[config.mk]
export PLATFORM = sky130hd
export DESIGN_NAME = sram_rr_arbiter_flat
export DESIGN_NICKNAME = d
export VERILOG_FILES = /design/src/rtl/sram_rr_arbiter_pkg.sv /design/src/rtl/sram_rr_arbiter_if.sv /design/src/rtl/sram_rr_arbiter_rr.sv /design/src/rtl/sram_rr_arbiter.sv /design/src/flat_wrapper.sv
export SDC_FILE = /design/constraint.sdc
export NUM_CORES = 1
export LEC_CHECK = 0
export ABC_AREA = 1
export CORE_MARGIN = 10
export CORE_UTILIZATION = 23
export CTS_CLUSTER_SIZE = 8
export DETAILED_ROUTE_END_ITERATION = 6
export PLACE_DENSITY_LB_ADDON = 0.12
export RECOVER_POWER = 25
export SLEW_MARGIN = 20
export SYNTH_ARGS = -nofsm -noshare
export SYNTH_HDL_FRONTEND = slang
export SYNTH_SLANG_ARGS = --single-unit
[constraint.sdc]
create_clock -name clk_i -period 1.2 [get_ports clk_i]
set_clock_uncertainty 0.2 [all_clocks]
set_input_delay 0.12 -clock clk_i [delete_from_list [all_inputs] [get_ports clk_i]]
set_output_delay 0.12 -clock clk_i [all_outputs]
set_load 0.05 [all_outputs]
[src/rtl/sram_rr_arbiter_pkg.sv]
// Package: sram_arb_pkg
// Purpose: shared width helpers, default configuration, the SRAM command
//          record and a one-hot to index encoder used by the round-robin
//          SRAM arbiter and its round-robin core.
// Contents:
//   calc_addr_width(num_words)  word address width, at least 1 bit
//   calc_be_width(data_width)   number of byte enables
//   calc_idx_width(num_ports)   port index width, at least 1 bit
//   sram_req_t                  {we, addr, wdata, be} at the default widths
//   onehot2idx(oh)              index of the set bit of a one-hot vector
package sram_arb_pkg;

    // Largest port count the one-hot encoder handles.
    localparam int unsigned MAX_PORTS = 32;
    localparam int unsigned IDX_MAX_W = 5;

    function automatic int unsigned calc_addr_width(input int unsigned num_words);
        return (num_words > 32'd1) ? $clog2(num_words) : 32'd1;
    endfunction

    function automatic int unsigned calc_be_width(input int unsigned data_width);
        return (data_width + 32'd7) / 32'd8;
    endfunction

    function automatic int unsigned calc_idx_width(input int unsigned num_ports);
        return (num_ports > 32'd1) ? $clog2(num_ports) : 32'd1;
    endfunction

    localparam int unsigned DEF_DATA_WIDTH = 32;
    localparam int unsigned DEF_NUM_WORDS  = 1024;
    localparam int unsigned DEF_ADDR_WIDTH = calc_addr_width(DEF_NUM_WORDS);
    localparam int unsigned DEF_BE_WIDTH   = calc_be_width(DEF_DATA_WIDTH);

    typedef struct packed {
        logic                      we;
        logic [DEF_ADDR_WIDTH-1:0] addr;
        logic [DEF_DATA_WIDTH-1:0] wdata;
        logic [DEF_BE_WIDTH-1:0]   be;
    } sram_req_t;

    // A zero vector encodes to 0; callers qualify with the OR of the vector.
    function automatic logic [IDX_MAX_W-1:0] onehot2idx(input logic [MAX_PORTS-1:0] oh);
        logic [IDX_MAX_W-1:0] idx;
        idx = {IDX_MAX_W{1'b0}};
        for (int i = 0; i < MAX_PORTS; i++) begin
            if (oh[i]) begin
                idx = IDX_MAX_W'(i);
            end else begin
                idx = idx;
            end
        end
        return idx;
    endfunction

endpackage

[src/rtl/sram_rr_arbiter_if.sv]
// Interface: sram_rr_arbiter_if
// Purpose: bundles the requester-side handshake and the SRAM-side command
//          and read-data signals of the shared SRAM arbiter.
// Modports:
//   slave   arbiter view: takes req/we/addr/wdata/be and sram_rdata_i,
//           drives gnt/rvalid/rdata and the sram_* command
//   master  environment view (requesters plus SRAM macro)
// Packed per-port vectors keep port 0 in the LSBs.
interface sram_rr_arbiter_if
    import sram_arb_pkg::*;
#(
    parameter int unsigned NUM_PORTS  = 2,
    parameter int unsigned DATA_WIDTH = DEF_DATA_WIDTH,
    parameter int unsigned NUM_WORDS  = DEF_NUM_WORDS
);
    localparam int unsigned ADDR_WIDTH = calc_addr_width(NUM_WORDS);
    localparam int unsigned BE_WIDTH   = calc_be_width(DATA_WIDTH);

    logic [NUM_PORTS-1:0]            req_i;
    logic [NUM_PORTS-1:0]            we_i;
    logic [NUM_PORTS*ADDR_WIDTH-1:0] addr_i;
    logic [NUM_PORTS*DATA_WIDTH-1:0] wdata_i;
    logic [NUM_PORTS*BE_WIDTH-1:0]   be_i;
    logic [NUM_PORTS-1:0]            gnt_o;
    logic [NUM_PORTS-1:0]            rvalid_o;
    logic [DATA_WIDTH-1:0]           rdata_o;

    logic                            sram_req_o;
    logic                            sram_we_o;
    logic [ADDR_WIDTH-1:0]           sram_addr_o;
    logic [DATA_WIDTH-1:0]           sram_wdata_o;
    logic [BE_WIDTH-1:0]             sram_be_o;
    logic [DATA_WIDTH-1:0]           sram_rdata_i;

    modport slave (
        input  req_i, we_i, addr_i, wdata_i, be_i, sram_rdata_i,
        output gnt_o, rvalid_o, rdata_o,
               sram_req_o, sram_we_o, sram_addr_o, sram_wdata_o, sram_be_o
    );

    modport master (
        output req_i, we_i, addr_i, wdata_i, be_i, sram_rdata_i,
        input  gnt_o, rvalid_o, rdata_o,
               sram_req_o, sram_we_o, sram_addr_o, sram_wdata_o, sram_be_o
    );

endinterface

[src/rtl/sram_rr_arbiter_rr.sv]
// Module: rr_arbiter
// Purpose: generic round-robin arbiter with a rotating priority pointer,
//          reusable in front of any shared single-issue slave.
// Ports:
//   clk_i      clock
//   rst_i      synchronous active-high reset, returns the pointer to 0
//   req_i      per-requester request
//   advance_i  a grant this cycle is taken; moves the pointer past the winner
//   gnt_o      one-hot grant, combinational from req_i and the pointer
module rr_arbiter
    import sram_arb_pkg::*;
#(
    parameter int unsigned NUM_PORTS = 2
) (
    input  logic                 clk_i,
    input  logic                 rst_i,
    input  logic [NUM_PORTS-1:0] req_i,
    input  logic                 advance_i,
    output logic [NUM_PORTS-1:0] gnt_o
);
    localparam int unsigned IDX_W = calc_idx_width(NUM_PORTS);

    logic [IDX_W-1:0]     ptr_r;
    logic [IDX_W-1:0]     ptr_nxt_s;
    logic [IDX_W-1:0]     winner_s;
    logic                 found_s;
    logic [NUM_PORTS-1:0] gnt_s;

    // Search ptr, ptr+1, ... (mod NUM_PORTS); first requester found wins.
    always_comb begin
        int unsigned idx;
        idx      = 32'd0;
        found_s  = 1'b0;
        winner_s = ptr_r;
        gnt_s    = {NUM_PORTS{1'b0}};
        for (int unsigned k = 0; k < NUM_PORTS; k++) begin
            idx = (32'(ptr_r) + k) % NUM_PORTS;
            if (!found_s && req_i[idx]) begin
                found_s  = 1'b1;
                winner_s = IDX_W'(idx);
            end else begin
                found_s  = found_s;
            end
        end
        if (found_s) begin
            gnt_s[winner_s] = 1'b1;
        end else begin
            gnt_s = {NUM_PORTS{1'b0}};
        end
    end

    // Next pointer: one past the winner, wrapping; hold when idle.
    always_comb begin
        ptr_nxt_s = ptr_r;
        if (advance_i && found_s) begin
            if (winner_s == IDX_W'(NUM_PORTS - 1)) begin
                ptr_nxt_s = {IDX_W{1'b0}};
            end else begin
                ptr_nxt_s = winner_s + IDX_W'(1);
            end
        end else begin
            ptr_nxt_s = ptr_r;
        end
    end

    // Priority pointer register.
    always_ff @(posedge clk_i) begin
        if (rst_i) begin
            ptr_r <= {IDX_W{1'b0}};
        end else begin
            ptr_r <= ptr_nxt_s;
        end
    end

    assign gnt_o = gnt_s;

endmodule

[src/rtl/sram_rr_arbiter.sv]
// Module: sram_rr_arbiter
// Purpose: shares one single-port SRAM (1-cycle read latency) between
//          NUM_PORTS requesters with round-robin fairness and routes each
//          response back to the port that issued it.
// Ports:
//   clk_i   clock
//   rst_i   synchronous active-high reset; drops any response in flight
//   bus     sram_rr_arbiter_if.slave: per-port req/we/addr/wdata/be in,
//           one-hot gnt (combinational) and rvalid out, shared rdata out,
//           sram_req/we/addr/wdata/be out, sram_rdata in
module sram_rr_arbiter
    import sram_arb_pkg::*;
#(
    parameter int unsigned NUM_PORTS  = 2,
    parameter int unsigned DATA_WIDTH = DEF_DATA_WIDTH,
    parameter int unsigned NUM_WORDS  = DEF_NUM_WORDS
) (
    input  logic             clk_i,
    input  logic             rst_i,
    sram_rr_arbiter_if.slave bus
);
    localparam int unsigned ADDR_WIDTH = calc_addr_width(NUM_WORDS);
    localparam int unsigned BE_WIDTH   = calc_be_width(DATA_WIDTH);
    localparam int unsigned IDX_W      = calc_idx_width(NUM_PORTS);

    // Same layout as sram_req_t, sized by this instance's parameters.
    typedef struct packed {
        logic                  we;
        logic [ADDR_WIDTH-1:0] addr;
        logic [DATA_WIDTH-1:0] wdata;
        logic [BE_WIDTH-1:0]   be;
    } cmd_t;

    logic [NUM_PORTS-1:0] arb_gnt_s;
    logic [NUM_PORTS-1:0] gnt_s;
    logic                 grant_any_s;
    logic [IDX_W-1:0]     win_idx_s;
    logic [IDX_W-1:0]     sel_idx_s;
    logic [IDX_W-1:0]     sel_idx_r;
    cmd_t                 cmd_s;
    logic                 rsp_valid_r;
    logic [IDX_W-1:0]     rsp_idx_r;
    logic                 rsp_read_r;
    logic [NUM_PORTS-1:0] rvalid_s;

    // Every grant given outside reset is accepted, so the pointer advances
    // whenever the arbiter finds a winner.
    rr_arbiter #(
        .NUM_PORTS (NUM_PORTS)
    ) u_rr_arbiter (
        .clk_i     (clk_i),
        .rst_i     (rst_i),
        .req_i     (bus.req_i),
        .advance_i (~rst_i),
        .gnt_o     (arb_gnt_s)
    );

    // Grant gating during reset and winner index encoding.
    always_comb begin
        if (rst_i) begin
            gnt_s = {NUM_PORTS{1'b0}};
        end else begin
            gnt_s = arb_gnt_s;
        end
        grant_any_s = |gnt_s;
        win_idx_s   = IDX_W'(onehot2idx(MAX_PORTS'(gnt_s)));
    end

    // Command mux select: the current winner, else the last winner.
    always_comb begin
        if (grant_any_s) begin
            sel_idx_s = win_idx_s;
        end else begin
            sel_idx_s = sel_idx_r;
        end
    end

    // Command mux: pick the selected port's slice of each packed bus.
    always_comb begin
        cmd_s.we    = bus.we_i[sel_idx_s];
        cmd_s.addr  = bus.addr_i[32'(sel_idx_s) * ADDR_WIDTH +: ADDR_WIDTH];
        cmd_s.wdata = bus.wdata_i[32'(sel_idx_s) * DATA_WIDTH +: DATA_WIDTH];
        cmd_s.be    = bus.be_i[32'(sel_idx_s) * BE_WIDTH +: BE_WIDTH];
    end

    // SRAM command outputs; everything is held low in reset and the write
    // strobe is qualified by a grant so an idle cycle never writes.
    always_comb begin
        if (rst_i) begin
            bus.sram_req_o   = 1'b0;
            bus.sram_we_o    = 1'b0;
            bus.sram_addr_o  = {ADDR_WIDTH{1'b0}};
            bus.sram_wdata_o = {DATA_WIDTH{1'b0}};
            bus.sram_be_o    = {BE_WIDTH{1'b0}};
        end else begin
            bus.sram_req_o   = grant_any_s;
            bus.sram_we_o    = grant_any_s & cmd_s.we;
            bus.sram_addr_o  = cmd_s.addr;
            bus.sram_wdata_o = cmd_s.wdata;
            bus.sram_be_o    = cmd_s.be;
        end
        bus.gnt_o = gnt_s;
    end

    // Last-winner register feeding the idle mux select.
    always_ff @(posedge clk_i) begin
        if (rst_i) begin
            sel_idx_r <= {IDX_W{1'b0}};
        end else begin
            sel_idx_r <= sel_idx_s;
        end
    end

    // Response register: which port was granted and whether it read.
    always_ff @(posedge clk_i) begin
        if (rst_i) begin
            rsp_valid_r <= 1'b0;
            rsp_idx_r   <= {IDX_W{1'b0}};
            rsp_read_r  <= 1'b0;
        end else begin
            rsp_valid_r <= grant_any_s;
            rsp_idx_r   <= win_idx_s;
            rsp_read_r  <= grant_any_s & ~cmd_s.we;
        end
    end

    // Response decode. The rst_i term drops a response registered in the
    // cycle before reset rose, so it never reaches the requester.
    always_comb begin
        rvalid_s = {NUM_PORTS{1'b0}};
        if (rsp_valid_r && !rst_i) begin
            rvalid_s[rsp_idx_r] = 1'b1;
        end else begin
            rvalid_s = {NUM_PORTS{1'b0}};
        end
        bus.rvalid_o = rvalid_s;
        if (rsp_valid_r && rsp_read_r && !rst_i) begin
            bus.rdata_o = bus.sram_rdata_i;
        end else begin
            bus.rdata_o = {DATA_WIDTH{1'b0}};
        end
    end

endmodule

[src/flat_wrapper.sv]
// flat-port wrapper written by rule: the top's interface ports become plain ports
module sram_rr_arbiter_flat import sram_arb_pkg::*;
#(
    parameter int unsigned NUM_PORTS  = 2,
    parameter int unsigned DATA_WIDTH = DEF_DATA_WIDTH,
    parameter int unsigned NUM_WORDS  = DEF_NUM_WORDS
)
  (clk_i, rst_i, bus_req_i, bus_we_i, bus_addr_i, bus_wdata_i, bus_be_i, bus_sram_rdata_i, bus_gnt_o, bus_rvalid_o, bus_rdata_o, bus_sram_req_o, bus_sram_we_o, bus_sram_addr_o, bus_sram_wdata_o, bus_sram_be_o);
  sram_rr_arbiter_if #(.NUM_PORTS(NUM_PORTS), .DATA_WIDTH(DATA_WIDTH), .NUM_WORDS(NUM_WORDS)) bus_i ();
  input  logic clk_i;
  input  logic rst_i;
  input wire logic [$bits(bus_i.req_i)-1:0] bus_req_i;
  input wire logic [$bits(bus_i.we_i)-1:0] bus_we_i;
  input wire logic [$bits(bus_i.addr_i)-1:0] bus_addr_i;
  input wire logic [$bits(bus_i.wdata_i)-1:0] bus_wdata_i;
  input wire logic [$bits(bus_i.be_i)-1:0] bus_be_i;
  input wire logic [$bits(bus_i.sram_rdata_i)-1:0] bus_sram_rdata_i;
  output wire logic [$bits(bus_i.gnt_o)-1:0] bus_gnt_o;
  output wire logic [$bits(bus_i.rvalid_o)-1:0] bus_rvalid_o;
  output wire logic [$bits(bus_i.rdata_o)-1:0] bus_rdata_o;
  output wire logic [$bits(bus_i.sram_req_o)-1:0] bus_sram_req_o;
  output wire logic [$bits(bus_i.sram_we_o)-1:0] bus_sram_we_o;
  output wire logic [$bits(bus_i.sram_addr_o)-1:0] bus_sram_addr_o;
  output wire logic [$bits(bus_i.sram_wdata_o)-1:0] bus_sram_wdata_o;
  output wire logic [$bits(bus_i.sram_be_o)-1:0] bus_sram_be_o;
  assign bus_i.req_i = bus_req_i;
  assign bus_i.we_i = bus_we_i;
  assign bus_i.addr_i = bus_addr_i;
  assign bus_i.wdata_i = bus_wdata_i;
  assign bus_i.be_i = bus_be_i;
  assign bus_i.sram_rdata_i = bus_sram_rdata_i;
  assign bus_gnt_o = bus_i.gnt_o;
  assign bus_rvalid_o = bus_i.rvalid_o;
  assign bus_rdata_o = bus_i.rdata_o;
  assign bus_sram_req_o = bus_i.sram_req_o;
  assign bus_sram_we_o = bus_i.sram_we_o;
  assign bus_sram_addr_o = bus_i.sram_addr_o;
  assign bus_sram_wdata_o = bus_i.sram_wdata_o;
  assign bus_sram_be_o = bus_i.sram_be_o;
  sram_rr_arbiter #(.NUM_PORTS(NUM_PORTS), .DATA_WIDTH(DATA_WIDTH), .NUM_WORDS(NUM_WORDS)) u_core (.clk_i(clk_i), .rst_i(rst_i), .bus(bus_i));
endmodule
==> impl_metrics.env, run 1 <==
export IMPL_detail_route_iter0_violations=111
export IMPL_crit_buf_inv=2
export IMPL_synthesized_area_fraction_occupied_by_and_or_nand_nor_cells_pct=58.3
export IMPL_maximum_number_of_pins_on_one_net_before_global_route_repair=55
export IMPL_finalSetupViolCount=87
export IMPL_area_growth_pct=277
export IMPL_cp_startpoint="u_core.u_rr_arbiter.ptr_r"
export IMPL_clkSlewWorstSetupHoldPaths_ns=0.05
export IMPL_r2r_slack_ns=-0.44
export IMPL_part_of_the_cycle_the_worst_path_needs_pct=156
export IMPL_cts_made_buffers=3
export IMPL_power_per_cell_area_mw_per_mm2=629
export IMPL_io_pins=214
export IMPL_design_area_mm2=0.00583
export IMPL_path_max_fanout=54
export IMPL_antenna_found_initial=0
export IMPL_die_area_mm2=0.0104
export IMPL_clk_latency_ns=0.24
export IMPL_worst_setup_path_end_kind="output port"
export IMPL_post_drt_wl_per_cell_um=22.8
export IMPL_crit_family="buffers and inverters"
export IMPL_crit_path_frequent_cell="sky130_fd_sc_hd__buf_12"
export IMPL_outcome="finished with violations"
export IMPL_gp_congestion=0.808
export IMPL_critical_path_required_ns=0.88
export IMPL_ant_nets=0
export IMPL_finalHoldViolations=0
export IMPL_static_leakage_power_uw=0.00236
export IMPL_startpoint_type="flip-flop"
export IMPL_tightestPinTransition_ns=0.326
export IMPL_maxSlewHeadroom_pct=78.2
export IMPL_endpoint_of_the_most_critical_setup_path="bus_sram_wdata_o[22]"
export IMPL_violations_in_the_final_reports="setup timing"
export IMPL_gr_usage_all_layers_pct=23.7
export IMPL_timing_reg2reg_worst_path_depth=8
export IMPL_mappedNetlistNets=443
export IMPL_fmax_mhz=536
export IMPL_effective_utilization_at_floorplan_pct=24.0
export IMPL_timing_rr_end="u_core.rsp_read_r"
export IMPL_drv_slew=0
export IMPL_maxCapViolCount=0
export IMPL_synthesized_area_per_cell_um2=4.94
export IMPL_hold_ws_ns=0.0348
export IMPL_cp_slowest_stage_delay_ns=0.33
export IMPL_rsz0062_at_grt="yes"
export IMPL_fp_dieW_um=102
export IMPL_synth_warnings=0
export IMPL_synth_sequential_area_ratio_pct=6.47
export IMPL_multi_input_area_mm2=0.00193
export IMPL_die_h_um=102
export IMPL_post_synth_mux_area_share_pct=0
export IMPL_mostFrequentLayoutCell="sky130_fd_sc_hd__clkdlybuf4s50_1"
export IMPL_finish_net_count=668
export IMPL_post_synth_xor_area_fraction_pct=0
export IMPL_synth_compound_area_share_pct=16.2
export IMPL_post_route_worst_setup_slack_ns=-0.667
export IMPL_coreArea_mm2=0.00646
export IMPL_regArea_um2=109
export IMPL_drc_errors=0
export IMPL_timing_hold_worst_class="input pin to flip-flop"
export IMPL_drt_pass1_iter_count=4
export IMPL_synth_fa_ha_area_share_pct=0
export IMPL_clock_sinks=5
export IMPL_yosys_cell_types_count=15
export IMPL_cts_buffer_depth=2
export IMPL_layout_min_cycle_time_ns=1.87
export IMPL_post_synth_inst_count=313
export IMPL_placement_io_buffers=213
export IMPL_std_cell_rows=29
export IMPL_timing_worst_setup_path_type="flip-flop to output port"
export IMPL_final_layout_size_suffix_gt1_share_pct=47.5
export IMPL_hpwlAfterDp_mm=9.19
export IMPL_antennaDiodeCount=0
export IMPL_route_final_wire_length_mm=14.0
export IMPL_first_pass_grt_wire_length_mm=19.4
export IMPL_worst_flop_to_flop_path_startpoint="u_core.u_rr_arbiter.ptr_r"
export IMPL_cts_root_buf="sky130_fd_sc_hd__clkbuf_8"
export IMPL_cts_tree="done"
export IMPL_timing_critical_path_arrival_ns=1.55
export IMPL_slowest_stage="sky130_fd_sc_hd__a21oi_1"
export IMPL_route_detailed_vias_per_inst=5.06
export IMPL_congestion_overflow_gr=0
export IMPL_dominant_combinational_cell_family_by_area_after_synthesis="simple AND/OR/NAND/NOR gates"
export IMPL_num_vias=3109
export IMPL_netlist_area_mm2=0.00155
export IMPL_chain_of_cells_forming_the_critical_path="nand2_2 > nand3_4 > buf_12 > a21oi_1 > nor2_4 > buf_12"
export IMPL_dp_worst_setup_slack_ns=-0.778
export IMPL_vias_in_the_first_global_route=3373
export IMPL_crit_cells=6
export IMPL_fillerInstances=253
export IMPL_yosys_register_bits=5
export IMPL_cts_max_level=1
export IMPL_postPlaceCellArea_mm2=0.00536
export IMPL_max_vdd_ir_drop_mv=0.433
export IMPL_finish_utilization_pct=90.3
export IMPL_final_cell_mix="sky130_fd_sc_hd__clkdlybuf4s50_1, sky130_fd_sc_hd__buf_12, sky130_fd_sc_hd__nor2_4"
[worst reg2reg max path, stage by stage (launching register included)]
cell,delay [ns]
sky130_fd_sc_hd__dfxtp_2,0.32
sky130_fd_sc_hd__nand2_2,0.08
sky130_fd_sc_hd__nand3_4,0.14
sky130_fd_sc_hd__buf_12,0.18
sky130_fd_sc_hd__clkinvlp_4,0.14
sky130_fd_sc_hd__nor2_4,0.18
sky130_fd_sc_hd__buf_4,0.15
sky130_fd_sc_hd__buf_4,0.10
sky130_fd_sc_hd__nor2_1,0.04
[repair_timing]
item / 4_1_cts / 5_1_grt
endpoints found under the setup margin: 87 / 87
endpoints found under the hold margin: 1 / 0
gates resized for setup: 57 / 20
hold buffers: 1 / 0
pin swaps: 6 / 16
cloned: 5 / 0
buffers inserted: 10 / 3
[synth_stat cells]
master	instances	area share [%]
sky130_fd_sc_hd__a21oi_1	48	16
sky130_fd_sc_hd__buf_1	1	0.24
sky130_fd_sc_hd__buf_2	14	4.5
sky130_fd_sc_hd__buf_4	1	0.49
sky130_fd_sc_hd__buf_6	2	1.5
sky130_fd_sc_hd__clkbuf_1	11	2.7
sky130_fd_sc_hd__dfxtp_1	5	6.5
sky130_fd_sc_hd__inv_1	39	9.5
sky130_fd_sc_hd__inv_2	1	0.24
sky130_fd_sc_hd__nand2_1	55	13
sky130_fd_sc_hd__nand3_1	3	0.97
sky130_fd_sc_hd__nand3_2	2	1.3
sky130_fd_sc_hd__nand3b_1	46	22
sky130_fd_sc_hd__nor2_1	84	20
sky130_fd_sc_hd__o211a_1	1	0.65
[power by group]
part	total, uW	switching (uW)	leakage [uW]	internal (uW)
sequential	196	12.8	0.0000433	183
combinational	3130	1600	0.00230	1530
clock	345	119	0.0000255	226
total	3670	1730	0.00236	1940
[cell families after synthesis]
| kind of cell | after synthesis |
|---|---|
| AND/OR/NAND/NOR | 190 |
| buffers and inverters | 69 |
| AO/OA/AOI/OAI | 49 |
| flip-flops | 5 |
[per-layer routing]
metal	GRT usage [%]	vias to the layer above	part of all wire, %
met5	0	-	0
met4	10.4	0	4.6
met3	9.78	44	10
met2	44.6	179	53
met1	22.0	1460	32
li1	-	1426	-
[through the flow]
step                      total power, uW  cells  setup TNS (ns)
final                                3670    614          -43.23
after CTS                            3580    613          -40.62
after floorplan                      1620    313          -23.08
after global placement               2970    593          -53.24
after global routing                 3800    614          -47.70
after detailed placement             3020    593          -56.59
[worst min path at each step]
stage,from,endpoint,slack (ns),cells after the start
finish,bus_req_i[1],u_core.u_rr_arbiter.ptr_r,0.03,3
global route,bus_req_i[1],u_core.u_rr_arbiter.ptr_r,0.06,3
CTS,bus_req_i[1],u_core.u_rr_arbiter.ptr_r,0.05,3
detailed placement,u_core.u_rr_arbiter.ptr_r,u_core.rsp_idx_r,0.28,2
global placement,u_core.u_rr_arbiter.ptr_r,u_core.rsp_idx_r,0.28,2
floorplan,rst_i,u_core.sel_idx_r,-0.008,1
[area by class of cell]
| class | instances | area share, % |
|---|---|---|
| clock buffer | 3 | 0.708 |
| inverter | 40 | 2.73 |
| sequential | 5 | 1.87 |
| clock inverter | 1 | 0.0859 |
| timing repair buffer | 249 | 59.9 |
| multi-input combinational | 239 | 33.1 |
| tap | 77 | 1.65 |
[state kept, by name, indices dropped and copies added, names as in the netlist]
signal	flops
u_core.rsp_idx_r	1
u_core.rsp_read_r	1
u_core.rsp_valid_r	1
u_core.sel_idx_r	1
u_core.u_rr_arbiter.ptr_r	1
Power figures use the tool's default switching activity.
==> inputs of run 2 (changes only) <==
--- a/config.mk
+++ b/config.mk
@@ -8,11 +8,12 @@
 export ABC_AREA = 1
 export CORE_MARGIN = 10
 export CORE_UTILIZATION = 23
-export CTS_CLUSTER_SIZE = 8
 export DETAILED_ROUTE_END_ITERATION = 6
+export HOLD_SLACK_MARGIN = 0.02
 export PLACE_DENSITY_LB_ADDON = 0.12
 export RECOVER_POWER = 25
 export SLEW_MARGIN = 20
 export SYNTH_ARGS = -nofsm -noshare
 export SYNTH_HDL_FRONTEND = slang
 export SYNTH_SLANG_ARGS = --single-unit
+export TNS_END_PERCENT = 5
==> run 2 against run 1 <==
Net effect:
- the run still ends with setup timing left
- sequential power decreased by 2%
- final cell count decreased by 0.16%
- clock power decreased by 7.2%
- highest routed layer unchanged
- sequential share of layout area decreased by 0.12 points
- global-route usage decreased by 3.7 points
- critical path type unchanged
- non-clock buffer count decreased by 2
- maximum frequency increased by 0.98%
- count of clock-buffer cells in the layout increased by 1
- worst hold slack improved by 0.14 ns
==> impl_metrics.env, run 2 (same netlist as run 1, synthesis figures left out) <==
export IMPL_outcome="finished with violations"
export IMPL_violations_in_the_final_reports="setup timing"
export IMPL_timing_worst_setup_path_type="flip-flop to output port"
export IMPL_critical_path_required_ns=0.88
export IMPL_fmax_mhz=541
export IMPL_finalHoldViolations=0
export IMPL_timing_critical_path_arrival_ns=1.53
export IMPL_maxCapViolCount=0
export IMPL_drv_slew=0
export IMPL_finalSetupViolCount=87
export IMPL_final_cells=613
export IMPL_clkSlewWorstSetupHoldPaths_ns=0.04
export IMPL_dp_cells=592
export IMPL_die_h_um=102
export IMPL_area_growth_pct=275
export IMPL_cts_root_buf="sky130_fd_sc_hd__clkbuf_8"
export IMPL_vias_in_the_first_global_route=2929
export IMPL_gr_usage_all_layers_pct=20.0
export IMPL_final_layout_size_suffix_gt1_share_pct=50.4
export IMPL_chain_of_cells_forming_the_critical_path="nand2_4 > nand3_4 > buf_12 > clkbuf_16 > a21oi_1 > nor2_4 > buf_12"
export IMPL_cts_max_level=1
export IMPL_timing_setup_tns_ns=-41.65
export IMPL_max_vdd_ir_drop_mv=0.465
export IMPL_crit_path_frequent_cell="sky130_fd_sc_hd__buf_12"
export IMPL_mostFrequentLayoutCell="sky130_fd_sc_hd__clkdlybuf4s50_1"
export IMPL_dp_worst_setup_slack_ns=-0.868
export IMPL_ant_nets=0
export IMPL_std_cell_rows=29
export IMPL_final_cell_mix="sky130_fd_sc_hd__clkdlybuf4s50_1, sky130_fd_sc_hd__buf_12, sky130_fd_sc_hd__nor2_4"
export IMPL_cts_tree="done"
export IMPL_finish_net_count=667
export IMPL_drt_pass1_iter_count=4
export IMPL_coreArea_mm2=0.00646
export IMPL_power_per_cell_area_mw_per_mm2=624
export IMPL_drc_errors=0
export IMPL_route_final_wire_length_mm=12.3
export IMPL_tightestPinTransition_ns=0.252
export IMPL_path_max_fanout=10
export IMPL_antennaDiodeCount=0
export IMPL_clk_latency_ns=0.23
export IMPL_design_area_mm2=0.00581
export IMPL_gp_congestion=0.753
export IMPL_part_of_the_cycle_the_worst_path_needs_pct=154
export IMPL_congestion_overflow_gr=0
export IMPL_worst_setup_path_end_kind="output port"
export IMPL_maxSlewHeadroom_pct=83.2
export IMPL_effective_utilization_at_floorplan_pct=24.0
export IMPL_cts_buffer_depth=2
export IMPL_io_pins=214
export IMPL_die_area_mm2=0.0104
export IMPL_route_detailed_vias_per_inst=4.82
export IMPL_num_vias=2957
export IMPL_placement_io_buffers=213
export IMPL_maximum_number_of_pins_on_one_net_before_global_route_repair=34
export IMPL_fillerInstances=291
export IMPL_cts_made_buffers=3
export IMPL_layout_min_cycle_time_ns=1.85
export IMPL_timing_hold_worst_class="input pin to flip-flop"
export IMPL_static_leakage_power_uw=0.00241
export IMPL_rsz0062_at_grt="yes"
export IMPL_fp_dieW_um=102
export IMPL_startpoint_type="flip-flop"
export IMPL_post_route_worst_setup_slack_ns=-0.649
export IMPL_cp_slowest_stage_delay_ns=0.33
export IMPL_antenna_found_initial=0
export IMPL_hold_ws_ns=0.175
export IMPL_first_pass_grt_wire_length_mm=16.6
export IMPL_detail_route_iter0_violations=93
export IMPL_post_drt_wl_per_cell_um=20.1
export IMPL_clock_sinks=5
export IMPL_slowest_stage="sky130_fd_sc_hd__dfxtp_2"
export IMPL_postPlaceCellArea_mm2=0.00513
export IMPL_hpwlAfterDp_mm=8.88
[run 2: cell types whose count changed in the layout (fill, tap and decap cells not counted), sizes merged]
cell / previous run / this run
clkdlybuf4s15: 0 / 1
nand3: 5 / 6
clkbuf: 3 / 12
inv: 39 / 38
buf: 120 / 109
[run 2: per-stage QoR]
step	utilization [%]	total power (uW)
3_5_place_dp	79.4	2940
4_1_cts	84.8	3450
3_3_place_gp	79.4	2900
2_1_floorplan	-	1560
5_1_grt	89.9	3780
6_report	89.9	3620
[run 2: timing repair]
item / 4_1_cts / 5_1_grt
endpoints found under the hold margin: 1 / 0
gates resized for setup: 60 / 30
hold buffers: 1 / 0
pin swaps: 4 / 8
gates cloned: 3 / 10
setup buffers: 1 / 2
setup endpoints to repair: 88 / 87
[run 2: final timing paths]
check	cells past startpoint	from	end	slack, ns
max	7	u_core.u_rr_arbiter.ptr_r	bus_sram_wdata_o[9]	-0.65
min	3	bus_req_i[0]	u_core.rsp_idx_r	0.18
max reg2reg	9	u_core.sel_idx_r	u_core.rsp_read_r	-0.19
min reg2reg	2	u_core.u_rr_arbiter.ptr_r	u_core.u_rr_arbiter.ptr_r	0.39
[run 2: power by group]
part / internal [uW] / switching [uW]
clock network: 229 / 91.0
registers: 182 / 10.2
logic: 1550 / 1560
[run 2: worst max-delay path: cells and delay by family, from the launching register on]
family	cells	cell delay, ns
buf+inv	3	0.47
compound gates	1	0.24
flops	1	0.33
simple gates	3	0.24
[run 2: area by class of cell]
cell class,count,area [um2],share of cell area (%)
multi-input cells,240,1860,32.0
well taps,77,96.3,1.66
flip-flops and latches,5,101,1.74
repair buffers,247,3550,61.1
clock buffers,4,45.0,0.775
inverters,40,161,2.78
[run 2: per-layer routing]
layer | routed length (um) | vias up | GRT usage (%)
met5 | 0 | - | 0
met4 | 182 | 0 | 3.04
met3 | 1530 | 14 | 10.8
met2 | 6450 | 153 | 36.7
met1 | 4140 | 1367 | 19.9
li1 | - | 1423 | -
